## src/rtl/input_conditioner.sv

```systemverilog
// input_conditioner: synchronizes and (optionally) debounces eight asynchronous
// input pins, and produces one-cycle rising-edge flags for pins 0..6.
//
// Ports:
//   clk          system clock, all state updates on the rising edge
//   reset        asynchronous, active-high reset; clears all state
//   din_raw[7:0] asynchronous external input pins
//   din[7:0]     synchronized (and debounced) input levels
//   flag_inputs  one-cycle pulse on each accepted 0->1 change of din[6:0];
//                bit 7 is always 0
//
// Parameter:
//   DEBOUNCE_CYCLES  consecutive stable synchronized cycles needed before a
//                    change is accepted (1..65535); used only with debounce.
//
// Configuration macro:
//   INPUT_DEBOUNCE_EN  when defined, per-bit debounce counters are built in.
//                      When undefined, din follows the synchronizer output
//                      one cycle later and every synchronized glitch passes.

module input_conditioner #(
    parameter int unsigned DEBOUNCE_CYCLES = 16
) (
    input  logic       clk,
    input  logic       reset,
    input  logic [7:0] din_raw,
    output logic [7:0] din,
    output logic [7:0] flag_inputs
);

    // Elaboration-time range guard for the debounce length.
    if (DEBOUNCE_CYCLES == 0 || DEBOUNCE_CYCLES > 65535) begin : g_param_check
        $error("input_conditioner: DEBOUNCE_CYCLES must be in 1..65535");
    end

    logic [7:0] s1_q;
    logic [7:0] s2_q;
    logic [7:0] din_q;
    logic [7:0] din_d;
    logic [7:0] flag_q;
    logic [7:0] flag_d;

    // Two-flop synchronizer; nothing downstream ever sees din_raw directly.
    always_ff @(posedge clk or posedge reset) begin
        if (reset) begin
            s1_q <= '0;
            s2_q <= '0;
        end else begin
            s1_q <= din_raw;
            s2_q <= s1_q;
        end
    end

`ifdef INPUT_DEBOUNCE_EN
    localparam int unsigned CNT_W = $clog2(DEBOUNCE_CYCLES + 1);
    localparam logic [CNT_W-1:0] CNT_LAST = CNT_W'(DEBOUNCE_CYCLES - 1);

    logic [7:0][CNT_W-1:0] cnt_q;
    logic [7:0][CNT_W-1:0] cnt_d;

    // A bit's counter runs only while s2 disagrees with the accepted level.
    // Reaching CNT_LAST on a further mismatch accepts the new level, so the
    // counter never exceeds DEBOUNCE_CYCLES-1 and cannot wrap.
    always_comb begin
        din_d = din_q;
        cnt_d = cnt_q;
        for (int i = 0; i < 8; i++) begin
            if (s2_q[i] == din_q[i]) begin
                cnt_d[i] = '0;
            end else if (cnt_q[i] == CNT_LAST) begin
                din_d[i] = s2_q[i];
                cnt_d[i] = '0;
            end else begin
                cnt_d[i] = cnt_q[i] + CNT_W'(1);
            end
        end
    end

    always_ff @(posedge clk or posedge reset) begin
        if (reset) begin
            cnt_q <= '0;
        end else begin
            cnt_q <= cnt_d;
        end
    end
`else
    always_comb begin
        din_d = s2_q;
    end
`endif

    // Flag is computed from the next din so it is high in the same cycle the
    // new 1 first appears on din. Bit 7 never flags.
    always_comb begin
        flag_d = din_d & ~din_q & 8'h7F;
    end

    always_ff @(posedge clk or posedge reset) begin
        if (reset) begin
            din_q  <= '0;
            flag_q <= '0;
        end else begin
            din_q  <= din_d;
            flag_q <= flag_d;
        end
    end

    assign din         = din_q;
    assign flag_inputs = flag_q;

endmodule

```

## config.mk

```make
export PLATFORM = sky130hd
export DESIGN_NAME = input_conditioner
export DESIGN_NICKNAME = d
export VERILOG_FILES = /design/src/rtl/input_conditioner.sv
export SDC_FILE = /design/constraint.sdc
export NUM_CORES = 1
export LEC_CHECK = 0
export BUFFER_PORTS_ARGS = -buffer_cell sky130_fd_sc_hd__buf_2
export CAP_MARGIN = 40
export CORE_MARGIN = 3
export CORE_UTILIZATION = 41
export DETAILED_ROUTE_END_ITERATION = 7
export PLACE_DENSITY = 0.76
export SETUP_SLACK_MARGIN = 0.4
export SLEW_MARGIN = 20
export SYNTH_ARGS = -nofsm -noshare
export SYNTH_HDL_FRONTEND = slang
export SYNTH_SLANG_ARGS = --single-unit
```

## constraint.sdc

```tcl
create_clock -name clk -period 2.05 [get_ports clk]
set_input_delay 0.3075 -clock clk [delete_from_list [all_inputs] [get_ports clk]]
set_output_delay 0.3075 -clock clk [all_outputs]
set_load 0.1 [all_outputs]
```

==> metrics.md <==
| Metric | Value |
|---|---|
| Initial DRC Count | 0 |
| Top cell family by delay on the critical path | buffers and inverters |
| Clk Latency, worst-skew pair | 0.31 ns |
| DIE AREA | 2760 sq um |
| Flops & latches, synth | 31 |
| CTS buffer count | 5 |
| VDD IR max | 0.537 mV |
| Minimum clock period | 1.47 ns |
| FMAX | 682 MHz |
| Reg2reg setup slack | 1.43 ns |
| Critical Path Start Type | register |
| Worst setup EP type | primary output |
| Die height | 52.5 um |
| Synth Cell Area | 887 sq um |
| Pwr Density | 1090 nW/um^2 |
| P_sw | 337 uW |
| Sequential Power Share | 54.3% |
| Row Count | 16 |
| # DRC | 0 |
| Area after DPL | 1040 sq um |
| First-pass GRT wire length | 1940 um |
| Post-CTS setup buffers | 0 |
| Routed met3 length | 125 um |
| Yosys warnings | 0 |
| CTS tree | built |
| Crit-path cells | buf_2 |
| Max-slew violations | 0 |
| DRT antenna net count | 0 |
| Fin util | 55.4% |
| CTS Buffer Depth | 2 |
| Htree depth | 2 |
| # IOs | 26 |
| Multi-input logic area | 100 sq um |
| Syn Inst Count | 41 |
| Worst Skew | 0.00538 ns |
| CTS Root Cell | clkbuf_4 |
| Syn Nets | 51 |
| Setup TNS | 0 ns |
| Post-CTS resize count | 0 |
| Initial Util | 44.3% |
| Largest net degree at the start of global routing | 32 |
| Slowest stage cell, crit path | buf_2 |
| Crit path required time | 1.74 ns |
| Synthesis-to-finish area growth | 25.1% |
| # port buffers | 24 |
| Comb power frac | 14.1% |
| Status | complete, no violations |
| Non-filler cells, final | 100 |
| Total congestion overflow | 0 |
| CORE AREA | 2000 sq um |
| Worst-path clk slew | 0.09 ns |
| Fillers | 174 |
| Vias/cell | 4.11 |
| Crit path max fanout | 2 |
| DR WL met2 | 565 um |
| Leakage | 0.573 nW |
| Highest metal used | met4 |
| Final cell area excluding filler cells | 1110 sq um |
| FF-to-FF path depth | 1 |
| WP buf/inv | 1 |
| # clock sinks | 31 |
| DRT Pass-1 Iters | 1 |
| Maxcap violations | 0 |
| Fin crit share | 71.5% |
| Number of failing hold endpoints at the final stage | 0 |
| Die X | 52.5 um |
| Mapped Avg Cell Area | 21.6 sq um |
| Register Area | 776 sq um |
| Clock power frac | 31.6% |
| FF-to-FF End | flag_inputs[4] |
| RSZ-0062 raised after global routing | no |
| Max stage delay on crit path | 0.45 ns |
| Critical path class | register to primary output |
| Synth unique cells | 5 |
| Post-CTS Hold Buffers | 0 |
| Hold crit path type | primary input to async pin |
| FF-to-FF Start | din_d[4] |
| Final WL | 1150 um |
| Worst Path Arrival | 1.16 ns |
| Vias in the first global route | 428 |
| Layout Nets | 82 |
| Sw frac | 27.9% |
| DP Cell Count | 92 |
| Post-DR wirelength/cell | 11.5 um |
| Met1 Wirelength | 430 um |
| Final setup vio count | 0 |
| Sequential share of the synthesized area | 87.4% |
| Total power | 1.21 mW |
| Int Pwr | 871 uW |
| Antenna Diode Count | 0 |
| Vias | 411 |
| Share of cells above drive strength 1 | 53.4% |
| Placer Congestion | 0.606 |
| Antenna violations before repair | 0 |
| GRT Total Usage | 11.0% |
[cells in the mapped netlist (all sizes together)]
library cell,count,area [sq um]
inv,1,3.75
nor2b,7,96.3
conb,1,3.75
buf,1,7.51
dfrtp,31,776
[metal layers]
metal,vias to the layer above,global-route usage (%)
met3,3,5.98
met5,-,0
met4,0,10.2
li1,182,-
met1,206,12.1
met2,20,14.7
[registers in the layout (all words and copies together) (netlist names)]
register and flops:
din 8, din_d 8, s1_q 8, flag_inputs 7
[power by group through the flow]
stage	clock network (mW)	logic (mW)	registers [mW]
3_3_place_gp	0	0.171	0.667
6_report	0.382	0.170	0.657
5_1_grt	0.436	0.177	0.661
3_5_place_dp	0	0.172	0.669
2_1_floorplan	0	0.0304	0.779
4_1_cts	0.400	0.172	0.658
[worst max path at each step]
| stage | startpoint | endpoint | slack, ns | cells past startpoint |
|---|---|---|---|---|
| CTS | din[5] | din[5] | 0.56 | 1 |
| finish | din[3] | din[3] | 0.58 | 1 |
| floorplan | din[0] | din[0] | 0.81 | 0 |
| global placement | din[4] | din[4] | 0.93 | 1 |
| global route | din[0] | din[0] | 0.52 | 1 |
| detailed placement | din[5] | din[5] | 0.92 | 1 |
[cells by family after synthesis]
family	synth area share, %
simple gates	10.9
flops	87.4
buf+inv	1.27
other cells	0.423
[cell type report]
cell class | count | area share [%]
clock buffer | 8 | 6.20
inverter | 1 | 0.338
multi-input combinational | 8 | 9.02
sequential | 31 | 69.9
tap | 27 | 3.04
timing repair buffer | 25 | 11.5
[placed cells by master, fill, tap and decap left out, drive strengths merged]
cell,instances
clkbuf,8
inv,1
dfrtp,31
buf,25
nor2b,7
conb,1
[through the flow]
| step | worst slack, ns | hold slack (ns) |
|---|---|---|
| 2_1_floorplan | 0.805 | 0.331 |
| 3_3_place_gp | 0.932 | 0.331 |
| 3_5_place_dp | 0.918 | 0.335 |
| 4_1_cts | 0.561 | 0.0449 |
| 5_1_grt | 0.524 | 0.0593 |
| 6_report | 0.584 | 0.0477 |
(Power assumes the default switching activity.)
